`src/rtl/dot_matrix_scanner_if.sv`:
```
// Game-controller / display-pin bundle for the dot-matrix scanner.
// master: drives board and cursor state, observes pins; slave: the scanner.
interface dot_matrix_scanner_if #(
   parameter int ROWS   = 10,
   parameter int COLS   = 14,
   parameter int N      = 3,
   parameter int CIDX_W = 4
);
   logic [2*N*N-1:0]  board;
   logic [3:0]        v_offset;
   logic              cursor_en;
   logic [CIDX_W-1:0] cursor_idx;
   logic [ROWS-1:0]   dot_row;
   logic [COLS-1:0]   dot_col;
   logic              frame_done;

   modport master (
      output board, v_offset, cursor_en, cursor_idx,
      input  dot_row, dot_col, frame_done
   );

   modport slave (
      input  board, v_offset, cursor_en, cursor_idx,
      output dot_row, dot_col, frame_done
   );
endinterface

```
`src/rtl/dot_matrix_scanner.sv`:
```
// Row-scan driver: renders an N x N board of 2-bit cells as 3x3 glyphs on a 4-pixel pitch.
// One row per divider tick, all outputs registered; free-running, accepts no backpressure.
module dot_matrix_scanner #(
   parameter int CLK_DIV      = 12499,
   parameter int ROWS         = 10,
   parameter int COLS         = 14,
   parameter int N            = 3,
   parameter int CIDX_W       = 4,
   parameter int BLINK_FRAMES = 32
) (
   input logic                 freq,
   input logic                 rst,
   dot_matrix_scanner_if.slave bus
);
   localparam int DIV_W = (CLK_DIV > 0) ? $clog2(CLK_DIV + 1) : 1;
   localparam int ROW_W = (ROWS > 1) ? $clog2(ROWS) : 1;
   localparam int BLK_W = (BLINK_FRAMES > 1) ? $clog2(BLINK_FRAMES) : 1;
   localparam int LW    = (ROW_W >= 4) ? ROW_W + 1 : 5;
   localparam int CR_W  = LW - 2;

   typedef struct packed {
      logic [2*N*N-1:0]  board;
      logic [3:0]        v_offset;
      logic              cursor_en;
      logic [CIDX_W-1:0] cursor_idx;
   } shadow_t;

   logic [DIV_W-1:0] div_cnt;
   logic [ROW_W-1:0] row_idx;
   logic [ROWS-1:0]  dot_row_q;
   logic [COLS-1:0]  dot_col_q;
   logic             frame_done_q;
   shadow_t          shadow;
   logic [BLK_W-1:0] blk_cnt;
   logic             phase;

   logic             tick;
   logic             wrap;
   logic             blk_wrap;
   logic             phase_nxt;
   logic [ROW_W-1:0] row_next;
   shadow_t          live;
   shadow_t          ren;
   logic [LW-1:0]    lrow;
   logic [CR_W-1:0]  cr;
   logic [1:0]       sr;
   logic             cur_on;
   logic [N-1:0][1:0] codes;
   logic [N-1:0]     hit;
   logic [COLS-1:0]  pat;

   // Both glyphs are checkerboards over the 3x3 cell: code 1 lights pixels where
   // exactly one of (sub-row, sub-col) is the middle, code 2 is its complement.
   function automatic logic glyph_px(input logic [1:0] code, input logic [1:0] sub_row, input int sub_col);
      logic mid;
      mid = (sub_row == 2'd1) ^ (sub_col == 1);
      case (code)
         2'd1:    return mid;
         2'd2:    return ~mid;
         default: return 1'b0;
      endcase
   endfunction

   assign tick      = (div_cnt == DIV_W'(CLK_DIV));
   assign row_next  = (row_idx == ROW_W'(ROWS - 1)) ? '0 : row_idx + ROW_W'(1);
   assign wrap      = tick && (row_idx == ROW_W'(ROWS - 1));
   assign blk_wrap  = wrap && (blk_cnt == BLK_W'(BLINK_FRAMES - 1));
   assign phase_nxt = blk_wrap ? ~phase : phase;

   // At a frame boundary row 0 must already reflect the freshly sampled inputs.
   assign live   = {bus.board, bus.v_offset, bus.cursor_en, bus.cursor_idx};
   assign ren    = wrap ? live : shadow;
   assign cur_on = ren.cursor_en && phase_nxt;

   assign lrow = LW'(row_next) + LW'(ren.v_offset);
   assign cr   = lrow[LW-1:2];
   assign sr   = lrow[1:0];

   always_comb begin
      codes = '0;
      hit   = '0;
      pat   = '0;
      for (int c = 0; c < N; c++) begin
         for (int r = 0; r < N; r++) begin
            if (cr == CR_W'(r)) begin
               codes[c] = ren.board[2*(r*N+c) +: 2];
               hit[c]   = cur_on && (ren.cursor_idx == CIDX_W'(r*N + c));
            end
         end
      end
      // Rows below the board leave codes/hit at zero; gap pixels are never written.
      if (sr != 2'd3) begin
         for (int c = 0; c < N; c++) begin
            for (int s = 0; s < 3; s++) begin
               pat[COLS-1-(4*c+s)] = glyph_px(codes[c], sr, s) ^ hit[c];
            end
         end
      end
   end

   always_ff @(posedge freq or posedge rst) begin
      if (rst) begin
         div_cnt      <= '0;
         row_idx      <= '0;
         dot_row_q    <= ROWS'(1);
         dot_col_q    <= '0;
         frame_done_q <= 1'b0;
         shadow       <= '0;
         blk_cnt      <= '0;
         phase        <= 1'b0;
      end else begin
         frame_done_q <= 1'b0;
         div_cnt      <= tick ? '0 : div_cnt + DIV_W'(1);
         if (tick) begin
            row_idx   <= row_next;
            dot_row_q <= ROWS'(1) << row_next;
            dot_col_q <= pat;
         end
         if (wrap) begin
            shadow       <= live;
            frame_done_q <= 1'b1;
            blk_cnt      <= blk_wrap ? '0 : blk_cnt + BLK_W'(1);
            phase        <= phase_nxt;
         end
      end
   end

   assign bus.dot_row    = dot_row_q;
   assign bus.dot_col    = dot_col_q;
   assign bus.frame_done = frame_done_q;
endmodule

```
`src/flat_wrapper.sv`:
```
// flat-port wrapper written by rule: the top's interface ports become plain ports
module dot_matrix_scanner_flat 
#(
   parameter int CLK_DIV      = 12499,
   parameter int ROWS         = 10,
   parameter int COLS         = 14,
   parameter int N            = 3,
   parameter int CIDX_W       = 4,
   parameter int BLINK_FRAMES = 32
)
  (freq, rst, bus_board, bus_v_offset, bus_cursor_en, bus_cursor_idx, bus_dot_row, bus_dot_col, bus_frame_done);
  dot_matrix_scanner_if #(.ROWS(ROWS), .COLS(COLS), .N(N), .CIDX_W(CIDX_W)) bus_i ();
  input logic freq;
  input logic rst;
  input wire logic [$bits(bus_i.board)-1:0] bus_board;
  input wire logic [$bits(bus_i.v_offset)-1:0] bus_v_offset;
  input wire logic [$bits(bus_i.cursor_en)-1:0] bus_cursor_en;
  input wire logic [$bits(bus_i.cursor_idx)-1:0] bus_cursor_idx;
  output wire logic [$bits(bus_i.dot_row)-1:0] bus_dot_row;
  output wire logic [$bits(bus_i.dot_col)-1:0] bus_dot_col;
  output wire logic [$bits(bus_i.frame_done)-1:0] bus_frame_done;
  assign bus_i.board = bus_board;
  assign bus_i.v_offset = bus_v_offset;
  assign bus_i.cursor_en = bus_cursor_en;
  assign bus_i.cursor_idx = bus_cursor_idx;
  assign bus_dot_row = bus_i.dot_row;
  assign bus_dot_col = bus_i.dot_col;
  assign bus_frame_done = bus_i.frame_done;
  dot_matrix_scanner #(.CLK_DIV(CLK_DIV), .ROWS(ROWS), .COLS(COLS), .N(N), .CIDX_W(CIDX_W), .BLINK_FRAMES(BLINK_FRAMES)) u_core (.freq(freq), .rst(rst), .bus(bus_i));
endmodule
```
`config.mk`:
```
export PLATFORM = sky130hd
export DESIGN_NAME = dot_matrix_scanner_flat
export DESIGN_NICKNAME = d
export VERILOG_FILES = /design/src/rtl/dot_matrix_scanner_if.sv /design/src/rtl/dot_matrix_scanner.sv /design/src/flat_wrapper.sv
export SDC_FILE = /design/constraint.sdc
export NUM_CORES = 1
export LEC_CHECK = 0
export ABC_AREA = 1
export CORE_ASPECT_RATIO = 1.75
export CORE_MARGIN = 2
export CORE_UTILIZATION = 58
export DETAILED_ROUTE_END_ITERATION = 16
export DONT_BUFFER_PORTS = 1
export PLACE_DENSITY = 0.76
export SLEW_MARGIN = 20
export SYNTH_ARGS = -nofsm -noshare
export SYNTH_HDL_FRONTEND = slang
export SYNTH_SLANG_ARGS = --single-unit
```
`constraint.sdc`:
```
create_clock -name freq -period 3.41 [get_ports freq]
set_input_delay 0.5115 -clock freq [delete_from_list [all_inputs] [get_ports freq]]
set_output_delay 0.5115 -clock freq [all_outputs]
set_load 0.02 [all_outputs]
```
# After elaboration in Yosys (flattened, before gate mapping)
# Cells that the tools add are included.
# W data, S select, Z words.
classes:
  muxes: 39
  add_sub_neg: 4
  n_reduce_logical: 14
  shifts: 1
  n_bitwise: 8
  n_eq_ne: 21
op_table:
  columns: ["op", "count"]
  rows:
  - ["$mux W27", 1]
  - ["$mux W2", 9]
  - ["$mux W1", 17]
  - ["$eq A4 B3 Y1 const B", 4]
  - ["$add A14 B1 Y14 const B", 1]
  - ["$eq A14 B14 Y1 const B", 1]
  - ["$mux W14", 1]
  - ["$logic_and A1 B1 Y1", 12]
  - ["$pmux W1 S2", 6]
  - ["$shl A1 B4 Y10 const A", 1]
  - ["$mux W3", 3]
  - ["$eq A2 B1 Y1 const B", 4]
  - ["$eq A4 B2 Y1 const B", 2]
  - ["$eq A4 B4 Y1 const B", 2]
  - ["$eq A2 B2 Y1 const B", 3]
  - ["$xor A1 B1 Y1", 6]
  - ["$add A4 B4 Y5", 1]
  - ["$add A5 B1 Y5 const B", 1]
  - ["$eq A5 B5 Y1 const B", 1]
  - ["$mux W5", 1]
  - ["$add A4 B1 Y4 const B", 1]
  - ["$eq A4 B1 Y1 const B", 1]
  - ["$logic_not A4 Y1", 1]
  - ["$mux W4", 1]
  - ["other kinds (5)", 6]
totals:
  output_inout_bits: 25
  register_bits: 71
  elab_cells: 98
  inputBits: 29

# Depth between registers and ports, before layout
# Gate-level depths: netlist (run 1).
logic_depth:
  ltp_word: 13
  mapped_depth: 24
  depth_no_buf: 23

# Worst setup path after synthesis (run 1)
# No wires, ideal clock.
synth_path:
  kind: "register -> register"
  from: "register u_core.div_cnt[0]"
  to: "register u_core.dot_col_q[11], in the netlist u_core.bus.dot_col[11]"
  arrival_time_ps: 3170
  required_time_ps: 3292
  setup_slack_ps: 123
  path_stages_with_launch: 24
  path_cell_list: "dfrtp_1 -> ha_1 -> nand3_1 -> nor2_4 -> nand3_4 -> buf_6 -> mux2_2 -> ha_1 -> fa_1 -> nand2_1 -> a21oi_1 -> nor2_1 -> nand2_1 -> nor2_1 -> clkbuf_1 -> nand2_1 -> nand2_1 -> nor2_2 -> nand2_1 -> nand2_1 -> nand2_1 -> nand2_1 -> nand3_1 -> nand2_1"
synth_lines:
  columns: ["element", "line", "source"]
  rows:
  - ["from (decl)", "dot_matrix_scanner.sv:28", "logic [DIV_W-1:0] div_cnt;"]
  - ["from (signal assigned)", "dot_matrix_scanner.sv:113", "div_cnt <= tick ? '0 : div_cnt + DIV_W'(1);"]
  - ["to (signal assigned)", "dot_matrix_scanner.sv:117", "dot_col_q <= pat;"]
  - ["to (decl)", "dot_matrix_scanner.sv:31", "logic [COLS-1:0] dot_col_q;"]

==> impl_metrics.yaml, run 1 <==
routing:
  routed_via_density: 5.43
  ant_nets: 0
  finalWirelength_mm: 9.52
  first_pass_iters: 4
  drt-initial-drc-count: 240
  drcViolationCount: 0
  wl_per_cell_um: 14.7
  vias: 3507
clock_tree:
  clk_latency_ns: 0.34
  clock-root-buffer: "clkbuf_16"
  cts_tree: "done"
  cts_buffers: 9
  path_clk_slew_ns: 0.05
  cts_sinks: 68
  cts_buffer_depth: 2
  htreeDepth: 3
synth:
  ys_seq_elements: 68
  synthAdderAreaFrac: 0.0267
  ys_types: 34
  synth_xor_area_frac: 0.0109
  ys_seq_area_frac: 0.422
  syn_inst: 550
  synth_warnings: 0
  synth.avg_cell_area_um2: 7.33
  synth_top_family_by_area: "simple AND/OR/NAND/NOR gates"
  syn_area_um2: 4030
  synthMuxAreaShare: 0.00838
  yosys.area_share.simple: 0.383
  ys.flop_type: "dfrtp_1"
  async_flop_share: 1.00
  synth_edf_count: 0
  synth_compound_area_frac: 0.0512
power_and_ir_drop:
  switching_share: 0.211
  p_clk_frac: 0.547
  p_seq_frac: 0.389
  ir_worst_vdd_uv: 341
  p_leak_uw: 0.00227
  p_switching_uw: 438
  power_density_nw_per_um2: 459
  design_power_total_uw: 2080
  intPower_uw: 1640
  p_comb_frac: 0.064
critical_path:
  start_kind: "flop"
  critical_path_class: "flop to flop"
  crit_buf_inv: 1
  r2r_setup_slack_ns: 0.26
  crit_start: "u_core.div_cnt[9]"
  cp-endpoint: "u_core.bus.dot_col[9]"
  critPathTopFamily: "simple AND/OR/NAND/NOR gates"
  required_ns: 3.68
  reg2reg_depth: 21
  end_kind: "flop"
  crit_cells: 21
  crit_chain: "nor2_1, nand2_1, nor2_4, nand3_4, mux2_2, ha_2, fa_2, nand2_1, a21oi_2, nor2_2, o21ai_1, nor2_1, buf_4, nand2_1, nand3_1, nand2_1, nand2_1, nand2_1, nand2_1, nand3_1, nand2_1"
  slowest_stage: "dfrtp_1"
  crit_arrival_ns: 3.42
  critical_path.max_fanout: 8
  r2r_end: "u_core.bus.dot_col[9]"
  r2r_start: "u_core.div_cnt[9]"
  cp_common_cell: "nand2_1"
  slowest_delay_ns: 0.45
placement:
  dp_slack_ns: 0.0965
  dp_hpwl_mm: 6.87
  place_congestion: 0.863
  place_area_um2: 4070
  io_buffers: 0
grt:
  gr-usage-all-layers: 0.277
  antenna_found_initial: 0
  grt_pass1_vias: 3418
  grt_overflow: 0
  grt_pass1_wl_mm: 15.8
  grt_max_degree: 45
sta:
  finClkSkew_ns: 0.00669
  tns_ns: 0
  slew_viol_final: 0
  hold_violations: 0
  fin_crit_sh: 0.923
  setup_ws_ns: 0.264
  finalCriticalPeriod_ns: 3.15
  maxSlewHeadroom: 0.612
  rsz0062_at_grt: "no"
  max_freq_mhz: 318
  finalSetupViolations: 0
  tightest_slew_ns: 0.582
die:
  core_um2: 6810
  io_pins: 54
  die_area_um2: 7660
  initial_utilization: 0.592
  rows: 40
  die_w_um: 67.0
  die_height_um: 114
cells_and_area:
  antennaDiodeCount: 0
  area_growth_syn_to_layout_pct: 12.4
  finalNetCount: 594
  design_area_um2: 4530
  nFillCells: 583
  drive_gt1_frac: 0.157
worst_hold_path:
  min_path_type: "primary input to asynchronous set/reset pin"
run_status:
  status: "finished clean"
run:
  cap_violations: 0
[layout by cell type, fill, tap and decap left out, types with 12 or more instances in the layout]
master,n
inv_1,52
dfrtp_1,67
buf_4,14
o21ai_0,17
nand4_1,24
nor2_2,14
nand3_1,54
nand2_1,192
nor2_1,33
a21oi_1,12
[worst min-delay path by stage]
| stage | end | from |
|---|---|---|
| final | u_core.bus.frame_done | rst |
| after global routing | u_core.blk_cnt[0] | rst |
| after CTS | u_core.bus.frame_done | rst |
| after detailed placement | u_core.div_cnt[0] | u_core.div_cnt[0] |
| after global placement | u_core.div_cnt[0] | u_core.div_cnt[0] |
| after floorplan | u_core.div_cnt[0] | u_core.div_cnt[0] |
[cell type report]
class | instances | area, µm² | area share
multi-input cells | 402 | 2000 | 0.441
flip-flops and latches | 68 | 1700 | 0.376
clock buffers | 13 | 280 | 0.0619
inverters | 61 | 236 | 0.0522
repair buffers | 15 | 116 | 0.0257
well taps | 84 | 105 | 0.0232
clock inverters | 3 | 90.1 | 0.0199
[cell families after synthesis]
family          after synthesis
xor+xnor                      5
other cells                   1
simple gates                343
fa+ha+maj                     8
compound gates               38
flops                        68
buf+inv                      84
mux                           3
[per-stage QoR]
step           utilization  instances  hold slack, ns
2_1_floorplan            -        554           0.433
3_3_place_gp         0.599        626           0.442
3_5_place_dp         0.599        626           0.457
4_1_cts              0.653        642           0.122
5_1_grt              0.666        646           0.155
6_report             0.666        646           0.104
[sequential cells by signal, indices dropped and copies added (netlist names)]
register               flops
u_core.shadow             27
u_core.div_cnt            14
u_core.bus.dot_row        10
u_core.bus.dot_col         6
u_core.blk_cnt             5
u_core.row_idx             4
u_core.bus.frame_done      1
u_core.phase               1
[power groups by stage]
stage                     clock network [µW]  registers (µW)  logic [µW]
final                                   1140             810         132
after CTS                               1160             810         128
after global placement                     0             824         124
after detailed placement                   0             824         128
after global routing                    1190             809         152
after floorplan                            0             824         104
[synthesized netlist by cell type (all sizes together), types with 3 or more instances]
| cell type | number | area, µm² |
|---|---|---|
| nand2 | 203 | 790 |
| dfrtp | 67 | 1680 |
| inv | 60 | 225 |
| nand3 | 59 | 313 |
| nor2 | 51 | 249 |
| nand4 | 24 | 150 |
| o21ai | 19 | 95.1 |
| buf | 18 | 141 |
| a21oi | 15 | 82.6 |
| ha | 7 | 87.6 |
| clkbuf | 5 | 18.8 |
| xor2 | 4 | 35.0 |
| mux2 | 3 | 33.8 |
| nor3 | 3 | 15.0 |
| o21a | 3 | 22.5 |
[metal layers]
metal / vias to the layer above / track usage / share of wire
li1: 1757 / - / -
met1: 1637 / 0.297 / 0.37
met2: 85 / 0.500 / 0.56
met3: 28 / 0.0580 / 0.036
met4: 0 / 0.129 / 0.034
met5: - / 0 / 0
[timing repair]
action,in CTS,in global routing
buffers inserted,0,4
gates resized for setup,0,17
hold buffers,0,0
hold endpoints to repair,0,0
setup endpoints to repair,0,6
No activity file was read; power rests on OpenSTA's default activity.
==> inputs of run 2 (changes only) <==
--- a/config.mk
+++ b/config.mk
@@ -11,6 +11,7 @@
 export CORE_UTILIZATION = 58
 export DETAILED_ROUTE_END_ITERATION = 16
 export DONT_BUFFER_PORTS = 1
+export HOLD_SLACK_MARGIN = 0.06
 export PLACE_DENSITY = 0.76
 export SLEW_MARGIN = 20
 export SYNTH_ARGS = -nofsm -noshare
==> results of run 2 <==
The final DEF is identical to that of run 1; final timing and power are the same.
==> inputs of run 3 (changes only) <==
--- a/config.mk
+++ b/config.mk
@@ -5,14 +5,13 @@
 export SDC_FILE = /design/constraint.sdc
 export NUM_CORES = 1
 export LEC_CHECK = 0
-export ABC_AREA = 1
 export CORE_ASPECT_RATIO = 1.75
 export CORE_MARGIN = 2
-export CORE_UTILIZATION = 58
+export CORE_UTILIZATION = 57
 export DETAILED_ROUTE_END_ITERATION = 16
 export DONT_BUFFER_PORTS = 1
 export HOLD_SLACK_MARGIN = 0.06
-export PLACE_DENSITY = 0.76
+export PLACE_DENSITY = 0.73
 export SLEW_MARGIN = 20
 export SYNTH_ARGS = -nofsm -noshare
 export SYNTH_HDL_FRONTEND = slang
==> run 3 against run 2 <==
  * The run now ends with setup timing left
  * Total power decreased by 11%
  * Area after synthesis decreased by 6.6%
  * Non-clock buffer count increased by 42
  * Synthesized cell count decreased by 28%
  * First-iteration DRC count decreased by 21%
  * Routed wire length increased by 1.8%
  * Combinational power decreased by 72%
  * Final cell count decreased by 19%
  * Final area increased by 2.5%
  * Count of clock-buffer cells in the layout decreased by 1
  * Via count decreased by 9.8%
  * Die area decreased by 4.8%
  * Critical endpoint unchanged
  * Largest cell class unchanged
  * Largest power group unchanged
  * Highest routed layer unchanged
==> impl_metrics.yaml, run 3 <==
placement:
  dp_hpwl_mm: 6.81
  io_buffers: 0
  place_area_um2: 4120
  place_congestion: 0.926
critical_path:
  slowest_delay_ns: 0.42
  start_kind: "flop"
  slowest_stage: "or3_4"
  critical_path_class: "flop to flop"
  critical_path.max_fanout: 5
  crit_chain: "ha_4, nor3b_4, and4_4, nand2_4, buf_4, nand2_1, nand2_1, ha_4, a211o_1, a21o_1, or3_4, buf_6, o22a_4, and3_1, or3b_1, nand3_1"
  r2r_setup_slack_ns: -0.33
  end_kind: "flop"
  crit_arrival_ns: 4.02
  required_ns: 3.69
routing:
  drt-initial-drc-count: 190
  routed_via_density: 6.02
  ant_nets: 0
  finalWirelength_mm: 9.69
  vias: 3162
  wl_per_cell_um: 18.5
  first_pass_iters: 5
  drcViolationCount: 0
cells_and_area:
  final_util: 0.721
  largest_reg_flops: 27
  finalNetCount: 475
  nFillCells: 466
  area_growth_syn_to_layout_pct: 23.4
  final_common_cell: "dfrtp_1"
  final_cell_mix: "dfrtp_1 (67), nand2_1 (66), buf_4 (54), nand3_1 (27), o21ai_0 (24)"
  design_area_um2: 4640
  drive_gt1_frac: 0.255
  antennaDiodeCount: 0
  regMostFlops: "u_core.shadow"
sta:
  fin_crit_sh: 1.10
  finalCriticalPeriod_ns: 3.74
  finClkSkew_ns: 0.00703
  rsz0062_at_grt: "yes"
  hold_violations: 0
  setup_ws_ns: -0.329
  finalSetupViolations: 6
  slew_viol_final: 0
  maxSlewHeadroom: 0.655
  max_freq_mhz: 267
  tightest_slew_ns: 0.511
synth:
  ys_seq_elements: 68
  yosysMostFrequentCell: "nand2_1"
  async_flop_share: 1.00
  synth.avg_cell_area_um2: 9.50
  synth_edf_count: 0
  syn_inst: 396
  ys_seq_area_frac: 0.452
  ys_top_cells_by_count: "nand2_1 (68), dfrtp_1 (67), nand3_1 (27)"
  synth_top_area_frac: 0.445
  syn_area_um2: 3760
  synth.area.top_cells: "dfrtp_1 (45%), nand2_1 (6.8%), nand3_1 (3.6%), o21ai_0 (3.2%), buf_4 (2.6%)"
  ys_types: 62
  ys.flop_type: "dfrtp_1"
  synth_warnings: 0
  synth_area_leader_cell: "dfrtp_1"
power_and_ir_drop:
  p_leak_uw: 0.00204
  power_density_nw_per_um2: 398
  ir_worst_vdd_uv: 397
run:
  cap_violations: 0
grt:
  gr-usage-all-layers: 0.278
  grt_max_degree: 43
  grt_pass1_vias: 3344
  grt_overflow: 0
  antenna_found_initial: 0
  grt_pass1_wl_mm: 15.4
clock_tree:
  cts_buffers: 9
  path_clk_slew_ns: 0.06
  cts_buffer_depth: 2
  cts_sinks: 68
  htreeDepth: 3
  clock-root-buffer: "clkbuf_16"
  clk_latency_ns: 0.34
  cts_tree: "done"
die:
  initial_utilization: 0.584
  die_height_um: 111
  core_um2: 6440
  die_area_um2: 7290
  rows: 39
  io_pins: 54
  die_w_um: 65.4
worst_hold_path:
  min_path_type: "primary input to flop"
run_status:
  violations: "setup timing"
  status: "finished with violations"
run 3: changes by cell type after synthesis, sizes merged, moves of 6 or more:
| cell | before | now |
|---|---|---|
| a21oi | 15 | 6 |
| xnor2 | 1 | 11 |
| nand2 | 203 | 69 |
| nand4 | 24 | 5 |
| clkbuf | 5 | 12 |
| inv | 60 | 9 |
| a31oi | 0 | 8 |
| and3 | 0 | 7 |
| a211oi | 0 | 7 |
| nor2 | 51 | 14 |
| o41ai | 0 | 6 |
| nand3 | 59 | 27 |
run 3: what timing repair did:
action,in CTS,in global routing
pin swaps,8,14
hold endpoints to repair,17,0
gates resized for setup,8,17
gates cloned,0,0
setup buffers,3,4
hold buffers,1,0
endpoints found under the setup margin,6,6
run 3: critical path, delay by kind of cell (launching register included):
kind,cells,cell delay [ns]
AO/OA/AOI/OAI,3,0.75
adder cells (fa/ha/maj),2,0.44
flip-flops,1,0.40
AND/OR/NAND/NOR,9,1.79
buffers and inverters,2,0.30
run 3: cell families after synthesis:
| family | after synthesis | synth area share |
|---|---|---|
| buffers and inverters | 39 | 0.0529 |
| other | 1 | 0.000996 |
| AO/OA/AOI/OAI | 81 | 0.148 |
| multiplexers | 10 | 0.0356 |
| AND/OR/NAND/NOR | 170 | 0.238 |
| flip-flops | 68 | 0.452 |
| adder cells (fa/ha/maj) | 8 | 0.0286 |
| XOR/XNOR | 19 | 0.0442 |
run 3: cell type report:
cell class | instances | area, µm² | share of cell area
Clock buffer | 12 | 246 | 0.0531
Inverter | 9 | 36.3 | 0.00781
Timing Repair Buffer | 57 | 438 | 0.0943
Clock inverter | 4 | 72.6 | 0.0156
Tap cell | 82 | 103 | 0.0221
Sequential cell | 68 | 1700 | 0.367
Multi-Input combinational cell | 293 | 2050 | 0.440
run 3: final timing paths:
path                                        start                     to  depth (start not counted)
worst max-delay path            u_core.div_cnt[1]  u_core.bus.dot_col[9]                         16
worst min-delay path                bus_cursor_en       u_core.shadow[4]                          2
worst max register to register  u_core.div_cnt[1]  u_core.bus.dot_col[9]                         16
worst min register to register  u_core.blk_cnt[4]      u_core.blk_cnt[4]                          2
max in group asynchronous                     rst      u_core.shadow[24]                          3
min in group asynchronous                     rst      u_core.div_cnt[1]                          2
run 3: per-layer routing:
metal  GRT usage  routed length [µm]  vias up
met5           0                   0        -
met3      0.0586                 393       35
met4       0.153                 445        0
met1       0.275                3440     1544
li1            -                   -     1502
met2       0.516                5420       81
run 3: report_power, final:
part           leakage [µW]  total (µW)  internal (µW)  switching (µW)
sequential         0.000804         815            812            2.81
combinational       0.00108        36.6           9.26            27.4
clock              0.000153         997            659             338
total               0.00204        1850           1480             368
run 3: through the flow:
stage | TNS [ns] | hold WS (ns) | total power [µW] | setup WS [ns] | instances
3_3_place_gp | -0.903 | 0.411 | 864 | -0.165 | 501
3_5_place_dp | -1.91 | 0.413 | 864 | -0.369 | 501
4_1_cts | -1.70 | 0.272 | 1870 | -0.306 | 521
5_1_grt | -2.63 | 0.300 | 1890 | -0.482 | 525
2_1_floorplan | -2.46 | 0.444 | 859 | -0.431 | 400
6_report | -1.80 | 0.280 | 1850 | -0.329 | 525
